### src/rtl/gf283_exp.sv
// GF(2^283) exponentiator, R = G^E mod (x^283 + x^12 + x^7 + x^5 + 1).
// Left-to-right square-and-multiply over a bit-serial MSB-first multiplier.
module gf283_exp (
  input  logic         clk,
  input  logic         rst,
  input  logic         go,
  input  logic [282:0] base,
  input  logic [282:0] exp,
  output logic [282:0] result,
  output logic         done,
  output logic         busy
);

  localparam int unsigned W  = 283;
  localparam int unsigned IW = 9;
  localparam logic [IW-1:0] TOP = IW'(W - 1);
  // x^283 folded back into the low terms: x^12 + x^7 + x^5 + 1
  localparam logic [W-1:0] RED = W'(13'h10A1);

  typedef enum logic [2:0] {
    IDLE = 3'd0,
    SQR  = 3'd1,
    MUL  = 3'd2,
    STEP = 3'd3,
    FIN  = 3'd4
  } state_t;

  state_t        state, state_nx;
  logic [W-1:0]  g_r, g_r_nx;
  logic [W-1:0]  e_r, e_r_nx;
  logic [W-1:0]  acc, acc_nx;
  logic [W-1:0]  c, c_nx;
  logic [IW-1:0] idx, idx_nx;
  logic [IW-1:0] cnt, cnt_nx;
  logic [W-1:0]  result_nx;
  logic          done_nx;
  logic          busy_nx;

  logic [W-1:0]  mul_b;
  logic [W-1:0]  c_shift;
  logic [W-1:0]  c_step;

  // One multiplier iteration: shift-and-reduce c, then add a if the current b bit is set
  always_comb begin
    mul_b   = (state == MUL) ? g_r : acc;
    c_shift = {c[W-2:0], 1'b0} ^ (c[W-1] ? RED : '0);
    c_step  = c_shift ^ (mul_b[cnt] ? acc : '0);
  end

  // Next-state and datapath update
  always_comb begin
    state_nx  = state;
    g_r_nx    = g_r;
    e_r_nx    = e_r;
    acc_nx    = acc;
    c_nx      = c;
    idx_nx    = idx;
    cnt_nx    = cnt;
    result_nx = result;
    done_nx   = 1'b0;
    busy_nx   = busy;
    unique case (state)
      IDLE: begin
        if (go) begin
          g_r_nx   = base;
          e_r_nx   = exp;
          acc_nx   = W'(1);
          c_nx     = '0;
          idx_nx   = TOP;
          cnt_nx   = TOP;
          busy_nx  = 1'b1;
          state_nx = SQR;
        end
      end
      SQR, MUL: begin
        if (cnt == '0) begin
          acc_nx = c_step;
          c_nx   = '0;
          cnt_nx = TOP;
          if (state == SQR && e_r[idx]) state_nx = MUL;
          else                          state_nx = STEP;
        end else begin
          c_nx   = c_step;
          cnt_nx = IW'(cnt - IW'(1));
        end
      end
      STEP: begin
        if (idx == '0) begin
          state_nx = FIN;
        end else begin
          idx_nx   = IW'(idx - IW'(1));
          state_nx = SQR;
        end
      end
      FIN: begin
        result_nx = acc;
        done_nx   = 1'b1;
        busy_nx   = 1'b0;
        state_nx  = IDLE;
      end
      default: state_nx = IDLE;
    endcase
  end

  // State and datapath registers
  always_ff @(posedge clk or posedge rst) begin
    if (rst) begin
      state  <= IDLE;
      g_r    <= '0;
      e_r    <= '0;
      acc    <= '0;
      c      <= '0;
      idx    <= '0;
      cnt    <= '0;
      result <= '0;
      done   <= 1'b0;
      busy   <= 1'b0;
    end else begin
      state  <= state_nx;
      g_r    <= g_r_nx;
      e_r    <= e_r_nx;
      acc    <= acc_nx;
      c      <= c_nx;
      idx    <= idx_nx;
      cnt    <= cnt_nx;
      result <= result_nx;
      done   <= done_nx;
      busy   <= busy_nx;
    end
  end

endmodule
### config.mk
export PLATFORM = sky130hd
export DESIGN_NAME = gf283_exp
export DESIGN_NICKNAME = d
export VERILOG_FILES = /design/src/rtl/gf283_exp.sv
export SDC_FILE = /design/constraint.sdc
export NUM_CORES = 2
export LEC_CHECK = 0
export CAP_MARGIN = 20
export CORE_ASPECT_RATIO = 2
export CORE_UTILIZATION = 30
export CTS_CLUSTER_SIZE = 10
export DETAILED_ROUTE_END_ITERATION = 12
export PLACE_DENSITY = 0.53
export SKIP_CTS_REPAIR_TIMING = 1
export SLEW_MARGIN = 20
export SYNTH_ARGS = -nofsm -noshare
export SYNTH_HDL_FRONTEND = slang
export SYNTH_SLANG_ARGS = --single-unit
### constraint.sdc
create_clock -name clk -period 65.8 [get_ports clk]
set_clock_uncertainty 0.15 [all_clocks]
set_input_delay 19.74 -clock clk [delete_from_list [all_inputs] [get_ports clk]]
set_output_delay 19.74 -clock clk [all_outputs]
set_load 0.005 [all_outputs]
Yosys cells after proc, flatten, opt, wreduce, memory -nomap -nowiden
Cells that the tools add are included.

storage, ports and cells
  RAM bits = 0
  register bits = 1438
  memory bits (read-only) = 0
  memories = 0
  latch bits = 0

operators by class
  reductions and logical operators = 14
  $lt $le $gt $ge = 2
  bitwise gates (word level) = 2
  shift-type cells = 0
  add/sub/neg operators = 2
  equal/unequal tests = 7
  muxes and demuxes = 26
  divide/modulo/power cells = 0
  multiply operators = 0

operators with widths
  cell                   number
  $mux W283              6
  $pmux W283 S2          2
  $xor A283 B13 Y283     1
  $xor A283 B283 Y283    1
  $pmux W9 S2            2
  $mux W9                3
  $lt A9 B10 Y1 const B  2
  $bmux W1 S9            2
  $logic_not A9 Y1       2
  $sub A9 B1 Y9 const B  2
  $mux W13               1
  $mux W3                3
  $pmux W3 S3            1
  $reduce_and A2 Y1      4
  $eq A3 B2 Y1 const B   2
  $ne A2 B2 Y1 const B   3
  $reduce_and A3 Y1      2
  $reduce_bool A2 Y1     3
  $mux W1                5
  $eq A3 B1 Y1 const B   1
  $eq A3 B3 Y1 const B   1
  $logic_not A3 Y1       1
  $pmux W1 S2            1
  $reduce_or A2 Y1       1
  $logic_and A1 B1 Y1    1

Logic depth before layout (Yosys ltp)
  depth after elaboration = 8
  mapped depth = 18

Worst setup path before layout
No wires, ideal clock.

  path kind = in2reg
  start = input port go
  end = register acc[10]
  stages = 6
  setup time = 67 ps
  buffers on the path = 2
  data arrival time = 21204 ps
  slack = 44378 ps
  cell sequence = o31ai_1 nor2_1 clkbuf_1 clkbuf_1 o41ai_1 a32o_1

on the way
  cells in the longest elaborated chain, start to end = 2

ends and longest elaborated chain
  what                         RTL line  text
  start, declared              6         input logic go,
  $ne A2 B2 Y1 (no line)       --
  $reduce_and A3 Y1 (no line)  --
  end signal, assigned         122       acc <= acc_nx;
  end, declared                31        logic [W-1:0] acc, acc_nx;

No other way between the ends.
A chain may end at the register's enable or synchronous reset.

==> results_dict.tcl <==
set metrics [dict create \
    status "complete, no violations" \
    grt_pass1_vias 59700 \
    endpoint_kind "asynchronous set/reset pin" \
    cp_max_fo 154 \
    crit_slowest_cell "buf_4" \
    n_fill_cell 23400 \
    cts_buffer_depth 4 \
    place_congestion 0.841 \
    reg2reg_to "c[110]$_DFFE_PP0P_" \
    hp-class "reg2reg" \
    critPathLaunch "rst" \
    synth.distinct_cells 64 \
    mostFrequentLayoutCells "nand2_1, dfrtp_1, clkdlybuf4s50_1, a32o_1, o21ai_0" \
    drc 0 \
    seq_area_frac_synth 0.508 \
    start_kind "input port" \
    critPathMaxStageDelay_ns 0.87 \
    worst_slew_pin_slew_ns 1.27 \
    cts.sinks 1438 \
    crit_chain "clkdlybuf4s50_1 > inv_8 > buf_6 > buf_12 > buf_4 > buf_4 > buf_4" \
    dpl.hpwl_um 185000 \
    worstReg2RegStart "cnt[1]$_DFFE_PP0P_" \
    h-tree-depth 4 \
    yosys-top-cells-area "dfrtp_1, nand2_1, a32o_1" \
    grt_pass1_wl_um 409000 \
    pin_count 854 \
    setup_viol 0 \
    period_minus_slack_ns 24.37 \
    cp_data_required_time_ns 66.48 \
    peakVddDrop_mv 0.0452 \
    clock-root-buffer "clkbuf_16" \
    start_util 0.303 \
    port_buffers 853 \
    p_leak_nw 35.6 \
    maxCapViolCount 0 \
    fin_crit_sh 0.370 \
    synth_top_area_share 0.508 \
    synth_nets 7733 \
    finalMaxSlewViolations 0 \
    tritoncts "yes" \
    rows 251 \
    yosys.area.top_type "dfrtp_1" \
    synth_enable_flop_cells 0 \
    grt_max_degree 251 \
    hold_viol 0 \
    wl_per_cell_um 25.8 \
    fin_nets 8187 \
    yosysWarnings 0 \
    cp.arrival_ns 25.05 \
    criticalPathCategory "in2async" \
    cts.clk_slew.worst_paths_ns 0.05 \
    wirelength_um 276000 \
    syn_to_final_growth_pct 21.4 \
    die_area_mm2 0.238 \
    hold_start "e_r[238]$_DFFE_PP0P_" \
    finalPower_w 0.00355 \
    cts_buffers 173 \
    die_w_um 345 \
    cpMostUsedCell "buf_4" \
    rr_worst_depth 16 \
    max_freq_mhz 41.0 \
    powerDensity_mw_per_mm2 41.3 \
    antenna_found_initial 66 \
    syn_area_mm2 0.0708 \
    tns_ns 0 \
    crit_buf_inv 7 \
    drive_above_1_share 0.0631 \
    drt_pass1_iterations 6 \
    grt_usage 0.227 \
    final_common_cell "nand2_1" \
    synth_ff_type "dfrtp_1" \
    detail-route-antenna-nets 0 \
    core_area_mm2 0.234 \
    rsz0062_at_grt "false" \
    rrSetupSlack_ns 57.24 \
    synthArstFlopShare 1.00 \
    die_h_um 689 \
    via_count 60400 \
    yosys_register_bits 1438 \
    syn_inst 7162 \
    avgSynthCellArea_um2 9.88 \
    final_util 0.367 \
    hold_path_end "e_r[238]$_DFFE_PP0P_" \
    vias_per_cell 5.64 \
    clkLatencyLatePin_ns 0.86 \
    grt_overflow 0 \
    drtIter0Drc 5444 \
    crit_family "buffers and inverters" \
    maxSlewHeadroom 0.153 \
    whs_path_depth 2 \
]
[metal layers]
metal  up-vias  GRT usage  part of all wire
met3       549     0.0585             0.082
li1      27200          -                 -
met2      2289      0.369              0.47
met1     30300      0.287              0.41
met5         -          0            0.0019
met4        84     0.0904             0.042
[Yosys cell counts, types with 16 or more instances]
library cell and number:
nand2_1 2133, dfrtp_1 1438, a32o_1 563, clkbuf_1 508, o21ai_0 312, inv_1 293, nor4_1 289, nand2b_1 286
a311o_1 281, o41ai_1 281, mux4_2 152, buf_2 73, o211ai_1 47, a21oi_1 44, mux2i_1 44, nor2_1 42
buf_4 41, nand3_1 33, buf_1 31, buf_6 25, a31oi_1 24, a211oi_1 21, nor3_1 21, a221oi_1 17
a22oi_1 16
[worst max-delay path by stage]
stage / end / slack (ns) / cells after the start
finish: e_r[94]$_DFFE_PP0P_ / 41.43 / 7
global route: e_r[92]$_DFFE_PP0P_ / 40.65 / 7
CTS: e_r[92]$_DFFE_PP0P_ / 40.93 / 7
detailed placement: e_r[104]$_DFFE_PP0P_ / 40.03 / 7
global placement: e_r[92]$_DFFE_PP0P_ / 40.20 / 7
floorplan: acc[0]$_DFFE_PP0P_ / 5.36 / 1
[cells by family after synthesis]
kind of cell	count (synthesis)	synth area share
buffers and inverters	973	0.0577
DFF	1438	0.508
and+or+nand+nor	2851	0.175
adders and majority gates	2	0.000354
AOI/OAI and AO/OA	1684	0.202
xor gates and xnor gates	12	0.00148
muxes	202	0.0555
[worst min-delay path: stages (launching register included)]
cell	delay, ns
dfrtp_1	0.33
nand2_1	0.05
nand2_1	0.05
[flip-flops by register name, indices dropped and copies added (netlist names)]
name / flops
g_r: 283
state: 3
e_r: 283
result: 283
c: 283
done: 1
cnt: 9
acc: 283
idx: 9
busy: 1
[report_power, final]
| group | switching [W] | total (W) | internal, W |
|---|---|---|---|
| logic | 0.000968 | 0.00144 | 0.000470 |
| clock network | 0.000379 | 0.000859 | 0.000479 |
| registers | 0.000168 | 0.00125 | 0.00108 |
[metrics by stage]
stage	hold WS [ns]	cells	worst slack, ns	cell area [um^2]
2_1_floorplan	0.287	7162	5.36	70800
3_3_place_gp	0.303	10500	40.20	81200
3_5_place_dp	0.307	10500	40.03	81200
4_1_cts	0.321	10700	40.93	85800
5_1_grt	0.340	10700	40.65	85900
6_report	0.317	10700	41.43	85900
[area by class of cell]
type / count / area, um^2 / share of cell area
inverter: 295 / 1110 / 0.0130
clock inverter: 9 / 100 / 0.00117
antenna: 17 / 42.5 / 0.000495
multi-input combinational: 4751 / 30800 / 0.359
tap: 3036 / 3800 / 0.0442
clock buffer: 193 / 4520 / 0.0526
sequential: 1438 / 36000 / 0.419
timing repair buffer: 957 / 9500 / 0.111
Note: power is estimated with default switching activity, not from simulation.
